File: src/rtl/fifo_rd_sched_pkg.sv
// Shared definitions for the FIFO read-side scheduler: state encoding and channel indices.
package fifo_rd_sched_pkg;

  typedef logic [1:0] state_t;

  localparam state_t ST_IDLE  = 2'd0;
  localparam state_t ST_BURST = 2'd1;
  localparam state_t ST_TAIL  = 2'd2;
  localparam state_t ST_COOL  = 2'd3;

  localparam logic CH0 = 1'b0;
  localparam logic CH1 = 1'b1;

  function automatic logic [1:0] ch_onehot(input logic ch);
    return ch ? 2'b10 : 2'b01;
  endfunction

endpackage

File: src/rtl/fifo_rd_sched_if.sv
// Consumer-side and FIFO read-port signals of the read scheduler, bundled as one interface.
interface fifo_rd_sched_if #(
  parameter int unsigned KUAN    = 16,
  parameter int unsigned SHENBIT = 11
);
  logic [1:0]         req;
  logic [1:0]         gnt;
  logic [KUAN-1:0]    dout;
  logic               dvalid;
  logic               dlast;
  logic               dch;
  logic               busy;
  logic               rdreq;
  logic [KUAN-1:0]    q;
  logic               rdempty;
  logic [SHENBIT-1:0] rdusedw;

  modport master (
    input  req, q, rdempty, rdusedw,
    output gnt, dout, dvalid, dlast, dch, busy, rdreq
  );

  modport slave (
    output req, q, rdempty, rdusedw,
    input  gnt, dout, dvalid, dlast, dch, busy, rdreq
  );
endinterface

File: src/rtl/fifo_rd_sched_rr_arb2.sv
// Two-way round-robin arbiter; the pointer moves past the winner on each accept strobe.
module rr_arb2
  import fifo_rd_sched_pkg::*;
(
  input  logic       clk,
  input  logic       rst,
  input  logic [1:0] i_req,
  input  logic       i_accept,
  output logic [1:0] o_gnt,
  output logic       o_idx
);

  logic r_ptr;
  logic w_idx;

  always_comb begin
    w_idx = r_ptr;
    if (!i_req[r_ptr]) w_idx = ~r_ptr;
  end

  assign o_idx = w_idx;
  assign o_gnt = (|i_req) ? ch_onehot(w_idx) : 2'b00;

  always_ff @(posedge clk) begin
    if (rst) begin
      r_ptr <= CH0;
    end else if (i_accept) begin
      r_ptr <= ~w_idx;
    end
  end

endmodule

File: src/rtl/fifo_rd_sched.sv
// Read-domain scheduler sharing one FIFO read port between two consumers with
// fixed-length bursts and a timeout-driven partial flush.
module fifo_rd_sched
  import fifo_rd_sched_pkg::*;
#(
  parameter int unsigned KUAN    = 16,
  parameter int unsigned SHENBIT = 11,
  parameter int unsigned BURST   = 16,
  parameter int unsigned TMO     = 255
) (
  input logic             rdclk,
  input logic             sclr,
  fifo_rd_sched_if.master bus
);

  localparam int unsigned        TW      = (TMO > 0) ? $clog2(TMO + 1) : 1;
  localparam logic [TW-1:0]      TMO_V   = TW'(TMO);
  localparam logic [SHENBIT-1:0] BURST_V = SHENBIT'(BURST);
  localparam logic [SHENBIT-1:0] ONE_V   = SHENBIT'(1);

  state_t             r_state;
  logic               r_cool;
  logic [SHENBIT-1:0] r_cnt;
  logic [TW-1:0]      r_tmo;
  logic               r_rdreq;
  logic               r_dvalid;
  logic               r_dlast;
  logic               r_dch;
  logic [1:0]         r_gnt;

  logic               w_any;
  logic               w_full;
  logic               w_low;
  logic               w_part;
  logic               w_start;
  logic               w_rdlast;
  logic [SHENBIT-1:0] w_n;
  logic [1:0]         w_arb_gnt;
  logic               w_arb_idx;
  logic [KUAN-1:0]    w_dout;

  assign w_any    = |bus.req;
  assign w_full   = (bus.rdusedw >= BURST_V);
  assign w_low    = (bus.rdusedw != '0) && (bus.rdusedw < BURST_V);
  assign w_part   = (TMO != 0) && w_low && (r_tmo == TMO_V);
  assign w_start  = (r_state == ST_IDLE) && w_any && !bus.rdempty && (w_full || w_part);
  assign w_n      = w_full ? BURST_V : bus.rdusedw;
  assign w_rdlast = r_rdreq && (r_cnt == ONE_V);

  rr_arb2 u_arb (
    .clk      (rdclk),
    .rst      (sclr),
    .i_req    (bus.req),
    .i_accept (w_start),
    .o_gnt    (w_arb_gnt),
    .o_idx    (w_arb_idx)
  );

  always_ff @(posedge rdclk) begin
    if (sclr) begin
      r_state  <= ST_IDLE;
      r_cool   <= 1'b0;
      r_cnt    <= '0;
      r_tmo    <= '0;
      r_rdreq  <= 1'b0;
      r_dvalid <= 1'b0;
      r_dlast  <= 1'b0;
      r_dch    <= CH0;
      r_gnt    <= '0;
    end else begin
      r_dvalid <= r_rdreq;
      r_dlast  <= w_rdlast;

      if (w_start || !w_any || (bus.rdusedw == '0)) begin
        r_tmo <= '0;
      end else if ((r_state == ST_IDLE) && w_low && (r_tmo != TMO_V)) begin
        r_tmo <= r_tmo + 1'b1;
      end

      case (r_state)
        ST_IDLE: begin
          if (w_start) begin
            r_state <= ST_BURST;
            r_rdreq <= 1'b1;
            r_cnt   <= w_n;
            r_gnt   <= w_arb_gnt;
            r_dch   <= w_arb_idx;
          end
        end
        ST_BURST: begin
          // r_cnt holds the reads still outstanding including the current one
          r_cnt <= r_cnt - ONE_V;
          if (r_cnt == ONE_V) begin
            r_rdreq <= 1'b0;
            r_state <= ST_TAIL;
          end
        end
        ST_TAIL: begin
          r_gnt   <= '0;
          r_cool  <= 1'b0;
          r_state <= ST_COOL;
        end
        ST_COOL: begin
          if (r_cool) r_state <= ST_IDLE;
          else        r_cool  <= 1'b1;
        end
        default: r_state <= ST_IDLE;
      endcase
    end
  end

  // q is already registered inside the FIFO, so it lines up with the delayed valid
  assign w_dout = r_dvalid ? bus.q : '0;

  assign bus.dout   = w_dout;
  assign bus.dvalid = r_dvalid;
  assign bus.dlast  = r_dlast;
  assign bus.dch    = r_dch;
  assign bus.gnt    = r_gnt;
  assign bus.rdreq  = r_rdreq;
  assign bus.busy   = (r_state != ST_IDLE);

endmodule

File: src/flat_wrapper.sv
// flat-port wrapper written by rule: the top's interface ports become plain ports
module fifo_rd_sched_flat import fifo_rd_sched_pkg::*;
#(
  parameter int unsigned KUAN    = 16,
  parameter int unsigned SHENBIT = 11,
  parameter int unsigned BURST   = 16,
  parameter int unsigned TMO     = 255
)
  (rdclk, sclr, bus_req, bus_q, bus_rdempty, bus_rdusedw, bus_gnt, bus_dout, bus_dvalid, bus_dlast, bus_dch, bus_busy, bus_rdreq);
  fifo_rd_sched_if #(.KUAN(KUAN), .SHENBIT(SHENBIT)) bus_i ();
  input logic rdclk;
  input logic sclr;
  input wire logic [$bits(bus_i.req)-1:0] bus_req;
  input wire logic [$bits(bus_i.q)-1:0] bus_q;
  input wire logic [$bits(bus_i.rdempty)-1:0] bus_rdempty;
  input wire logic [$bits(bus_i.rdusedw)-1:0] bus_rdusedw;
  output wire logic [$bits(bus_i.gnt)-1:0] bus_gnt;
  output wire logic [$bits(bus_i.dout)-1:0] bus_dout;
  output wire logic [$bits(bus_i.dvalid)-1:0] bus_dvalid;
  output wire logic [$bits(bus_i.dlast)-1:0] bus_dlast;
  output wire logic [$bits(bus_i.dch)-1:0] bus_dch;
  output wire logic [$bits(bus_i.busy)-1:0] bus_busy;
  output wire logic [$bits(bus_i.rdreq)-1:0] bus_rdreq;
  assign bus_i.req = bus_req;
  assign bus_i.q = bus_q;
  assign bus_i.rdempty = bus_rdempty;
  assign bus_i.rdusedw = bus_rdusedw;
  assign bus_gnt = bus_i.gnt;
  assign bus_dout = bus_i.dout;
  assign bus_dvalid = bus_i.dvalid;
  assign bus_dlast = bus_i.dlast;
  assign bus_dch = bus_i.dch;
  assign bus_busy = bus_i.busy;
  assign bus_rdreq = bus_i.rdreq;
  fifo_rd_sched #(.KUAN(KUAN), .SHENBIT(SHENBIT), .BURST(BURST), .TMO(TMO)) u_core (.rdclk(rdclk), .sclr(sclr), .bus(bus_i));
endmodule
File: config.mk
export PLATFORM = sky130hd
export DESIGN_NAME = fifo_rd_sched_flat
export DESIGN_NICKNAME = d
export VERILOG_FILES = /design/src/rtl/fifo_rd_sched_pkg.sv /design/src/rtl/fifo_rd_sched_if.sv /design/src/rtl/fifo_rd_sched_rr_arb2.sv /design/src/rtl/fifo_rd_sched.sv /design/src/flat_wrapper.sv
export SDC_FILE = /design/constraint.sdc
export NUM_CORES = 1
export LEC_CHECK = 0
export ABC_AREA = 1
export ABC_CLOCK_PERIOD_IN_PS = 2100
export BUFFER_PORTS_ARGS = -buffer_cell sky130_fd_sc_hd__buf_2
export CAP_MARGIN = 20
export CORE_ASPECT_RATIO = 1.75
export CORE_UTILIZATION = 50
export CTS_CLUSTER_DIAMETER = 80
export CTS_CLUSTER_SIZE = 25
export DETAILED_ROUTE_END_ITERATION = 8
export PLACE_DENSITY_LB_ADDON = 0.2
export SLEW_MARGIN = 20
export SYNTH_ARGS = -nofsm -noshare
export SYNTH_HDL_FRONTEND = slang
export SYNTH_SLANG_ARGS = --single-unit
File: constraint.sdc
create_clock -name rdclk -period 2.1 [get_ports rdclk]
set_clock_uncertainty 0.15 [all_clocks]
set_input_delay 0.63 -clock rdclk [delete_from_list [all_inputs] [get_ports rdclk]]
set_output_delay 0.63 -clock rdclk [all_outputs]
set_load 0.02 [all_outputs]
**Yosys cells after proc, flatten, opt, wreduce, memory -nomap -nowiden**

Cells that the tools add are included.

- Add/subtract/negate cells: 2
- Bitwise logic cells: 2
- Equal/unequal tests: 9
- $mul: 0
- Order comparisons: 3
- Reductions and logical operators: 27
- Shift operators: 0
- Div/mod/pow operators: 0
- Mux-type cells: 19

Operators with widths:

| cell | count |
|---|---|
| 11-bit two-way mux | 2 |
| 11-bit one-hot mux with 2 select lines | 1 |
| 16-bit two-way mux | 1 |
| 2-bit two-way mux | 6 |
| 11-bit by 1-bit == test with 1-bit output, second input constant | 1 |
| 11-bit by 5-bit >= comparator with 1-bit output, second input constant | 1 |
| 11-bit logical NOT | 1 |
| 11-bit by 5-bit < comparator with 1-bit output, second input constant | 1 |
| 11-bit nonzero test | 1 |
| 11-bit by 1-bit subtractor with 11-bit output, second input constant | 1 |
| 8-bit by 1-bit adder with 8-bit output, second input constant | 1 |
| 8-bit == test, second input constant | 1 |
| 1-bit logical AND | 8 |
| 8-bit != test, second input constant | 1 |
| 2-bit one-hot mux with 4 select lines | 1 |
| 2-bit nonzero test | 4 |
| 2-bit by 1-bit != test with 1-bit output, second input constant | 3 |
| 2-bit AND reduction | 3 |
| 3-bit AND reduction | 2 |
| 1-bit two-way mux | 5 |
| 2-bit == test, second input constant | 2 |
| 1-bit one-hot mux with 2 select lines | 2 |
| 2-bit one-hot mux with 2 select lines | 1 |
| 2-bit OR reduction | 2 |
| other kinds (6) | 10 |

- ROM bits: 0
- Memories: 0
- Bits in registers: 29
- Bits in writable memories: 0
- Latch bits: 0
- Input bits: 32
- Output and inout port bits: 23
- Logic and storage cells: 72

**Depth between registers and ports, before layout**

Gate-level depths: netlist of run 1.

- Depth in word-level cells: 8
- Depth in mapped cells: 11

**Hierarchy**

A second synthesis of run 1 with hierarchy kept.

- Cells, all modules: 280
- Area total of the unflattened synthesis: 1,899.3 sq um

Modules (own cells, without submodules):

| module | area an instance (sq um) | cells an instance | instances | seq. area each (sq um) |
|---|---|---|---|---|
| fifo_rd_sched | 1,834.3 | 272 | 1 | 560.5 |
| rr_arb2 | 65.1 | 8 | 1 | 20.0 |

**Least setup slack after synthesis of run 1**

Ideal clock, no wire load.

- Kind: reg2out
- Start point: reg u_core.r_dvalid (netlist: u_core.bus.dvalid)
- End point: out bus_dout[10]
- Data arrival time: 1,147 ps
- Stages on the path, launching flop included: 5
- Path slack: 173 ps
- Cells stage by stage: dfxtp_1 -> clkbuf_1 -> clkbuf_1 -> nand2_1 -> inv_1

- Cells in the longest elaborated chain, start to end: 1

Ends and longest elaborated chain:

| item | line | text |
|---|---|---|
| start: declaration | fifo_rd_sched.sv:26 | `logic r_dvalid;` |
| start signal: assignment | fifo_rd_sched.sv:71 | `r_dvalid <= r_rdreq;` |
| 16-bit two-way mux | fifo_rd_sched.sv:113 | `assign w_dout = r_dvalid ? bus.q : '0;` |
| end: declaration | flat_wrapper.sv:18 | `output wire logic [$bits(bus_i.dout)-1:0] bus_dout;` |

No other way between the ends.

**Final worst setup path of run 1**

- Start point: reg u_core.r_state[0]
- End point: out bus_busy

- Cells in the longest elaborated chain, start to end: 1

Ends and longest elaborated chain:

| item | line | text |
|---|---|---|
| start: declaration | fifo_rd_sched.sv:21 | `state_t r_state;` |
| start signal: assignment | fifo_rd_sched.sv:61 | `r_state <= ST_IDLE;` |
| start signal: assignment | fifo_rd_sched.sv:83 | `r_state <= ST_BURST;` |
| start signal: assignment | fifo_rd_sched.sv:95 | `r_state <= ST_TAIL;` |
| 2-bit nonzero test | fifo_rd_sched.sv:121 | `assign bus.busy = (r_state != ST_IDLE);` |
| end: declaration | flat_wrapper.sv:22 | `output wire logic [$bits(bus_i.busy)-1:0] bus_busy;` |

No other way between the ends.

==> results by stage, run 1 <==
Pwr:
- Summed over all nets, the switching power comes to 0.00110 W.
- The share of total power dissipated in combinational logic is 0.516.
- Power spread over the standard cell area amounts to 1050 nW/um^2.
- The register share of total power is 0.298.
- The analysis attributes to cell leakage a power of roughly 1.2 nW.
- The internal power is between 0.001 and 0.0015 W.
- The share of total power dissipated in the clock network is 0.186.
- The worst-case IR drop observed on VDD is 0.793 mV.
- The completed layout was analyzed and its total power is 0.00242 W.
- The fraction of power spent switching nets is 0.456.

Critical path:
- The required time of the critical path is 1.32 ns.
- The destination of the worst register-to-register timing path is u_core.bus.rdreq.
- STA classifies the critical path startpoint as a register.
- The critical path arrival is 1.24 ns.
- The category of the worst setup path capture point is a primary output.
- The depth of the most critical reg-to-reg path is 8.
- Of all nets on the critical path, the largest fanout is 5.
- The reg-to-reg critical path startpoint is u_core.r_state[0].
- For flop-to-flop paths, the worst setup slack is 0.29 ns.
- The critical path is of the reg -> out type.

Global routing:
- Global routing finished with a remaining overflow of 0.
- The overall track demand over capacity in global routing is 0.241.
- The initial antenna violation count is 0.
- The first-pass GRT wire length is between 7000 and 8000 um.
- Entering global routing, the biggest net connects 18 pins.
- The number of global-route vias before repair is 1,759.

Route:
- Before antenna repair, the detailed router went through 4 iterations.
- Once detail routing completed, the nets flagged for antenna violations numbered 0.
- For this run, design rule violations remaining after detail routing come to 0.
- The detailed router finished its first iteration with 55 violations.
- For this block, the via count after detailed routing is around 2,000.
- After detailed routing, the number of vias per cell comes to 4.95.
- After detailed routing, the average wire length per cell comes to 11.2 um.
- Summed over all layers, the routed wires come to 4470 um.

Final layout:
- The share of final-layout standard cells stronger than drive strength 1 is 0.252.
- The net count of the finished layout is around 390.
- In the layout the commonest cells are sky130_fd_sc_hd__nand2_1, sky130_fd_sc_hd__buf_2, sky130_fd_sc_hd__inv_1, sky130_fd_sc_hd__nor2_1, sky130_fd_sc_hd__dfxtp_1.
- The repair_antennas step left the layout with diodes totalling 0.
- After the flow finishes, the layout carries non-filler instances totaling 399.
- The area growth from synthesis to layout is 22.6%.
- The most common cell after layout, fill and taps aside is sky130_fd_sc_hd__nand2_1.

Floorplanning:
- From left edge to right edge, the die measures just under 50 um.
- The initial utilization of the core area, before any placement, comes to 0.522.
- During I/O placement, the number of pins put on the boundary was 55.
- The overall die area is 4010 um^2.
- The number of cell rows is 29.
- The floorplan step set the die height to between 80 and 90 um.
- The core region is 3590 um^2.

Clock network:
- The buffer type at the clock tree root is sky130_fd_sc_hd__clkbuf_8.
- The H-tree was split into 2 levels.
- Clock-pin slew was measured on the worst setup and hold paths at ~0.070 ns.
- TritonCTS built the clock tree.
- The number of clock buffers added by TritonCTS is 5.
- Clock latency on the worst-skew pair, taken at its later pin, is roughly 0.28 ns.
- The number of buffers on the longest clock path is 2.
- Buffers added to address setup during post-CTS repair amount to 0.
- The total clock sinks is 29.

Logic synthesis:
- Counting flops and latches in the post-synthesis netlist gives 29.
- The warning count from the yosys run is 0.
- The share of the Yosys chip area taken by registers is 0.309.
- In this run, distinct cell masters in the synthesized netlist total 29.
- In the synthesized netlist the async set-or-reset flop fraction comes to 0.
- The mean cell area of the mapped netlist is 6.41 um^2.
- The commonest register cell after synthesis is sky130_fd_sc_hd__dfxtp_1.
- The mapped netlist covers 1880 um^2.
- Synthesis handed over a netlist of 293 instances.
- After synthesis, the cell types taking the most area are sky130_fd_sc_hd__dfxtp_1, sky130_fd_sc_hd__nand2_1, sky130_fd_sc_hd__inv_1.
- The number of nets handed over by synthesis was 332.
- The area fraction of the dominant cell type after synthesis is 0.309.
- The number of synthesized flops with an enable pin is 0.
- The cell type with the largest total area after synthesis is sky130_fd_sc_hd__dfxtp_1.

Worst hold path:
- For hold timing, the worst endpoint is u_core.bus.dvalid.
- The cell depth of the worst hold path is 2.
- The worst hold path begins at u_core.bus.rdreq.
- The path class of the tightest hold or removal check is reg -> reg.

Flow run:
- The number of max-cap violations is 0.

STA:
- In this run the tightest slew margin relative to its limit is 0.732.
- The worst path needs 2.02 ns of the cycle, external delays included.
- The final cycle utilization of the critical path is 0.964.
- Setup violations remaining at the end of the flow were counted as 0.
- The max-slew violation count is 0.
- Adding up every negative setup slack in the final design gives 0 ns.
- The transition time at the pin with the least slew margin is 0.398 ns.
- Setup repair after global routing left no endpoint under its margin.
- The number of endpoints with negative hold slack in the final report is 0.
- The timing-limited maximum frequency is 494 MHz.
- Hold timing on the final database bottoms out at a slack of about 0.28 ns.

Placed design:
- The global placement routability congestion is ~0.86.
- The count of input and output buffers is 54.
- The HPWL after detailed placement is 3520 um.
- In this run, placement finished with an instance count of 391.

Run status:
- The flow ran to the end, and the final reports show no timing, DRC or antenna violations.
[per-layer routing]
layer / routed length [um] / vias to the layer above / GRT usage
met5: 0 / - / 0
met4: 146 / 0 / 0.112
met3: 171 / 11 / 0.0531
met2: 2420 / 41 / 0.461
met1: 1730 / 892 / 0.235
li1: - / 1031 / -
[worst max path at each step]
| stage | startpoint | endpoint | slack, ns | cells past startpoint |
|---|---|---|---|---|
| 2_1_floorplan | u_core.bus.dvalid | bus_dout[10] | 0.17 | 4 |
| 3_3_place_gp | bus_rdusedw[9] | u_core.r_cnt[2] | 0.18 | 9 |
| 3_5_place_dp | bus_rdusedw[9] | u_core.r_tmo[4] | 0.13 | 10 |
| 4_1_cts | u_core.r_state[0] | bus_busy | 0.03 | 4 |
| 5_1_grt | u_core.r_state[1] | bus_busy | 0.01 | 4 |
| 6_report | u_core.r_state[0] | bus_busy | 0.08 | 4 |
[cells in the mapped netlist (3+ instances only)]
cell	count
sky130_fd_sc_hd__a21oi_1	24
sky130_fd_sc_hd__a21oi_2	3
sky130_fd_sc_hd__clkbuf_1	6
sky130_fd_sc_hd__dfxtp_1	29
sky130_fd_sc_hd__ha_1	7
sky130_fd_sc_hd__inv_1	43
sky130_fd_sc_hd__inv_2	3
sky130_fd_sc_hd__nand2_1	77
sky130_fd_sc_hd__nand2_2	4
sky130_fd_sc_hd__nand2b_1	5
sky130_fd_sc_hd__nand3_1	22
sky130_fd_sc_hd__nand4_1	4
sky130_fd_sc_hd__nor2_1	32
sky130_fd_sc_hd__nor2_4	3
sky130_fd_sc_hd__nor3_1	3
sky130_fd_sc_hd__o21ai_0	8
sky130_fd_sc_hd__xnor2_1	4
sky130_fd_sc_hd__xor2_1	4
[critical path: stages, from the launching register on]
cell and delay, ns:
sky130_fd_sc_hd__dfxtp_1 0.36, sky130_fd_sc_hd__inv_1 0.09, sky130_fd_sc_hd__ha_1 0.25, sky130_fd_sc_hd__inv_2 0.11, sky130_fd_sc_hd__buf_4 0.15
[per-stage QoR]
stage	instance area [um^2]	util	setup slack (ns)
floorplan	1880	-	0.173
global placement	2210	0.615	0.175
detailed placement	2210	0.615	0.128
CTS	2300	0.639	0.0350
global route	2300	0.641	0.0135
finish	2300	0.641	0.0751
[sequential cells by signal, indices dropped and copies added (netlist names)]
signal / count
u_core.bus.dch: 1
u_core.bus.dlast: 1
u_core.bus.dvalid: 1
u_core.bus.gnt: 2
u_core.bus.rdreq: 1
u_core.r_cnt: 11
u_core.r_cool: 1
u_core.r_state: 2
u_core.r_tmo: 8
u_core.u_arb.r_ptr: 1
[layout make-up]
type	instances	area, um^2
Clock buffer	5	68.8
Clock inverter	3	17.5
Fill cell	348	1290
Inverter	46	173
Multi-Input combinational cell	209	1080
Sequential cell	29	582
Tap cell	46	57.6
Timing Repair Buffer	61	325
[power by group through the flow]
stage                     Clock (W)  Combinational (W)  Sequential [W]
after floorplan                   0           0.000932        0.000729
after global routing       0.000480            0.00142        0.000733
after CTS                  0.000464            0.00124        0.000720
after detailed placement          0            0.00123        0.000731
after global placement            0            0.00122        0.000729
final                      0.000450            0.00125        0.000721
[cell families (layout without fill, tap and decap cells)]
| kind of cell | after synthesis | after routing | share of synthesized area |
|---|---|---|---|
| DFF | 29 | 29 | 0.309 |
| buffers and inverters | 55 | 115 | 0.117 |
| AOI/OAI and AO/OA | 38 | 38 | 0.111 |
| xor gates and xnor gates | 8 | 8 | 0.0373 |
| and+or+nand+nor | 156 | 156 | 0.379 |
| adders and majority gates | 7 | 7 | 0.0467 |
[repair_timing]
item / in CTS / in global routing
resized for setup: 0 / 2
setup endpoints to repair: 0 / 10
hold buffers: 0 / 0
Power figures use the tool's default switching activity.
==> run 2: changes to the inputs <==
RECOVER_POWER = 50   (was unset)
==> run 2 against run 1 <==
Net effect: register-to-register slack lost 0.12 ns; clock power about the same; global-route usage did not move; die area is the same; power decreased by 0.87%; maximum frequency rose by 0.20%; cell area fell by 1.0%; largest power group unchanged.
==> results by stage, run 2 (same netlist as run 1, synthesis figures left out) <==
Route:
- For this block, the routed nets add up to 4480 um of wire.
- The detailed-route DRC error count is 0.
- The per-cell routed wire length is around 11 um.
- The total via count in the routed design is between 1,500 and 2,000.
- Once detail routing completed, the nets flagged for antenna violations numbered 0.
- Dividing the detail-routed via count by the number of cells gives around 4.9.
- The count of TritonRoute iterations in the first routing pass is 4.
- The number of DRC violations after detailed-routing iteration 0 is 44.

Placed design:
- The worst setup slack before clock tree synthesis is approximately 0.13 ns.
- The number of instances in the placed design is 391.
- The HPWL after detailed placement is around 3500 um.
- The congestion estimate from routability-driven global placement came to 0.864.
- Port buffering added 54 buffers.

Clock network:
- The number of hold buffers added after CTS was 0.
- The number of buffers inserted to repair setup after CTS is 0.
- The number of gates resized after CTS is 0.
- The clock passes through at most 2 buffers.
- TritonCTS built the clock tree.
- The number of H-tree levels is 2.
- Buffers inserted during clock tree synthesis total 5.
- The later-pin clock latency in the skew report is 0.28 ns.
- The buffer type at the clock tree root is sky130_fd_sc_hd__clkbuf_8.
- Counting every sink on the clock net gives 29.
- The register clock-pin slew on the reported worst setup and hold paths is 0.07 ns.

STA:
- The number of endpoints with negative hold slack in the final report is 0.
- The total setup violations reported at the end of the flow is 0.
- The worst relative slew slack is 0.656.
- The timing-limited maximum frequency is 495 MHz.
- Adding up every negative setup slack in the final design gives 0 ns.
- Setup repair after global routing left no endpoint under its margin.
- The max-slew violation count came to 0.
- The worst path needs just over 2 ns of the cycle, external delays included.
- The final cycle utilization of the critical path is 0.962.
- The transition time at the pin with the least slew margin is 0.517 ns.
- In the post-route analysis, the smallest setup slack over all paths is between 0.07 and 0.08 ns.

Pwr:
- The power per cell area is 1050 nW/um^2.
- The leakage power summed over all cells is 1.20 nW.
- The worst-case IR drop observed on VDD is 0.799 mV.
- The completed layout was analyzed and its total power is 0.00240 W.

Run status:
- The run finished with clean final reports.

Global routing:
- The overall track demand over capacity in global routing is 0.241.
- The number of global-route vias before repair was 1,759.
- The initial antenna violation count was 0.
- Entering global routing, the biggest net connects 18 pins.
- The final global-route overflow total is 0.
- The first global-routing pass estimated 7530 um of wire.

Critical path:
- The required time of the critical path is 1.32 ns.
- Traced cell by cell, the critical path runs through inv_1 -> ha_1 -> inv_2 -> buf_4.
- The depth of the most critical reg-to-reg path is 9.
- The worst setup path is launched from a register.
- The critical path class is reg -> out.
- The buffers plus inverters on the worst setup path is 3.
- The worst register-to-register path begins at u_core.r_state[0].
- For this run, the slowest stage of the critical path takes 0.36 ns.
- The largest delay contributor family on the critical path is flip-flops.
- Across all register-to-register paths, the minimum setup slack is 0.17 ns.
- The cell with the biggest individual delay on the critical path is sky130_fd_sc_hd__dfxtp_1.
- The destination of the worst register-to-register timing path is u_core.r_tmo[4].
- The maximum fanout count along the critical path is 5.
- Data on the critical path arrives at its endpoint at 1.24 ns.
- STA classifies the critical path endpoint as a primary output.

Floorplanning:
- The initial cell density of the core is 0.522.
- In this run the vertical extent of the chip is 83.1 um.
- The number of cell rows is 29.
- During I/O placement, the number of pins put on the boundary was 55.
- The total area inside the core boundary comes to 3590 um^2.
- The floorplan step defined a die boundary enclosing approximately 4000 um^2.
- The die is 48.3 um wide.

Worst hold path:
- The worst hold path begins at u_core.bus.rdreq.
- The path with the worst hold slack has its endpoint at u_core.bus.dvalid.
- The class of the tightest hold or removal check is reg -> reg.
- The cell depth of the worst hold path is 2.

Final layout:
- The largest registers in the layout are u_core.r_cnt (11), u_core.r_tmo (8).
- Leaving out fill and tap cells, the most frequent cells in the layout are sky130_fd_sc_hd__nand2_1, sky130_fd_sc_hd__buf_2, sky130_fd_sc_hd__inv_1, sky130_fd_sc_hd__nor2_1, sky130_fd_sc_hd__dfxtp_1.
- After the flow finishes, the layout carries non-filler instances totaling 399.
- The growth of design area from synthesis to finish is 21.3%.
- The net count of the finished layout is ~400.
- The number of antenna diodes in the final layout is 0.
- The register with the most flip-flops in the layout has 11 of them.
- The library cell used most frequently in the layout, excluding fill and tap cells, is sky130_fd_sc_hd__nand2_1.
- Once layout is complete, the utilization of the core stands at 0.634.
- The register with the most flip-flops is u_core.r_cnt.
- The share of final-layout standard cells stronger than drive strength 1 is 0.224.

Flow run:
- Max-cap violations in this run came to 0.
run 2: cell count changes in the layout (fill, tap and decap cells not counted), sizes merged:
| cell | previous run | this run |
|---|---|---|
| clkbuf | 5 | 12 |
| buf | 61 | 54 |
run 2: final cells by class:
class                           instances  area (um^2)
Fill cell                             352         1320
Multi-Input combinational cell        209         1060
Sequential cell                        29          582
Timing Repair Buffer                   61          314
Inverter                               46          173
Clock buffer                            5         68.8
Tap cell                               46         57.6
Clock inverter                          3         17.5
run 2: power breakdown:
part           internal (W)  switching, W  total (W)
combinational      0.000431      0.000793    0.00122
sequential         0.000641     0.0000806   0.000722
clock              0.000228      0.000223   0.000451
total               0.00130       0.00110    0.00240
run 2: metal layers:
metal / GRT usage / vias up / wire [um]
met4: 0.112 / 0 / 146
met3: 0.0531 / 11 / 171
met1: 0.235 / 876 / 1730
met2: 0.461 / 43 / 2430
met5: 0 / - / 0
li1: - / 1030 / -
run 2: through the flow:
step                hold slack (ns)  instance area, um^2
floorplan                     0.290                 1880
global placement              0.277                 2210
finish                        0.287                 2280
detailed placement            0.276                 2210
global route                  0.314                 2280
CTS                           0.290                 2300
run 2: tightest hold or removal path, cell delays in order (launching register included):
cell                      delay (ns)
sky130_fd_sc_hd__dfxtp_1        0.31
sky130_fd_sc_hd__inv_1          0.05
sky130_fd_sc_hd__nor2_1         0.04
run 2: worst max-delay path by stage:
stage / from / endpoint / slack [ns] / depth (start not counted)
CTS: u_core.r_state[0] / bus_busy / 0.03 / 4
detailed placement: bus_rdusedw[9] / u_core.r_tmo[4] / 0.13 / 10
floorplan: u_core.bus.dvalid / bus_dout[10] / 0.17 / 4
finish: u_core.r_state[0] / bus_busy / 0.08 / 4
global route: u_core.r_state[1] / bus_busy / 0.02 / 4
global placement: bus_rdusedw[9] / u_core.r_cnt[2] / 0.18 / 9
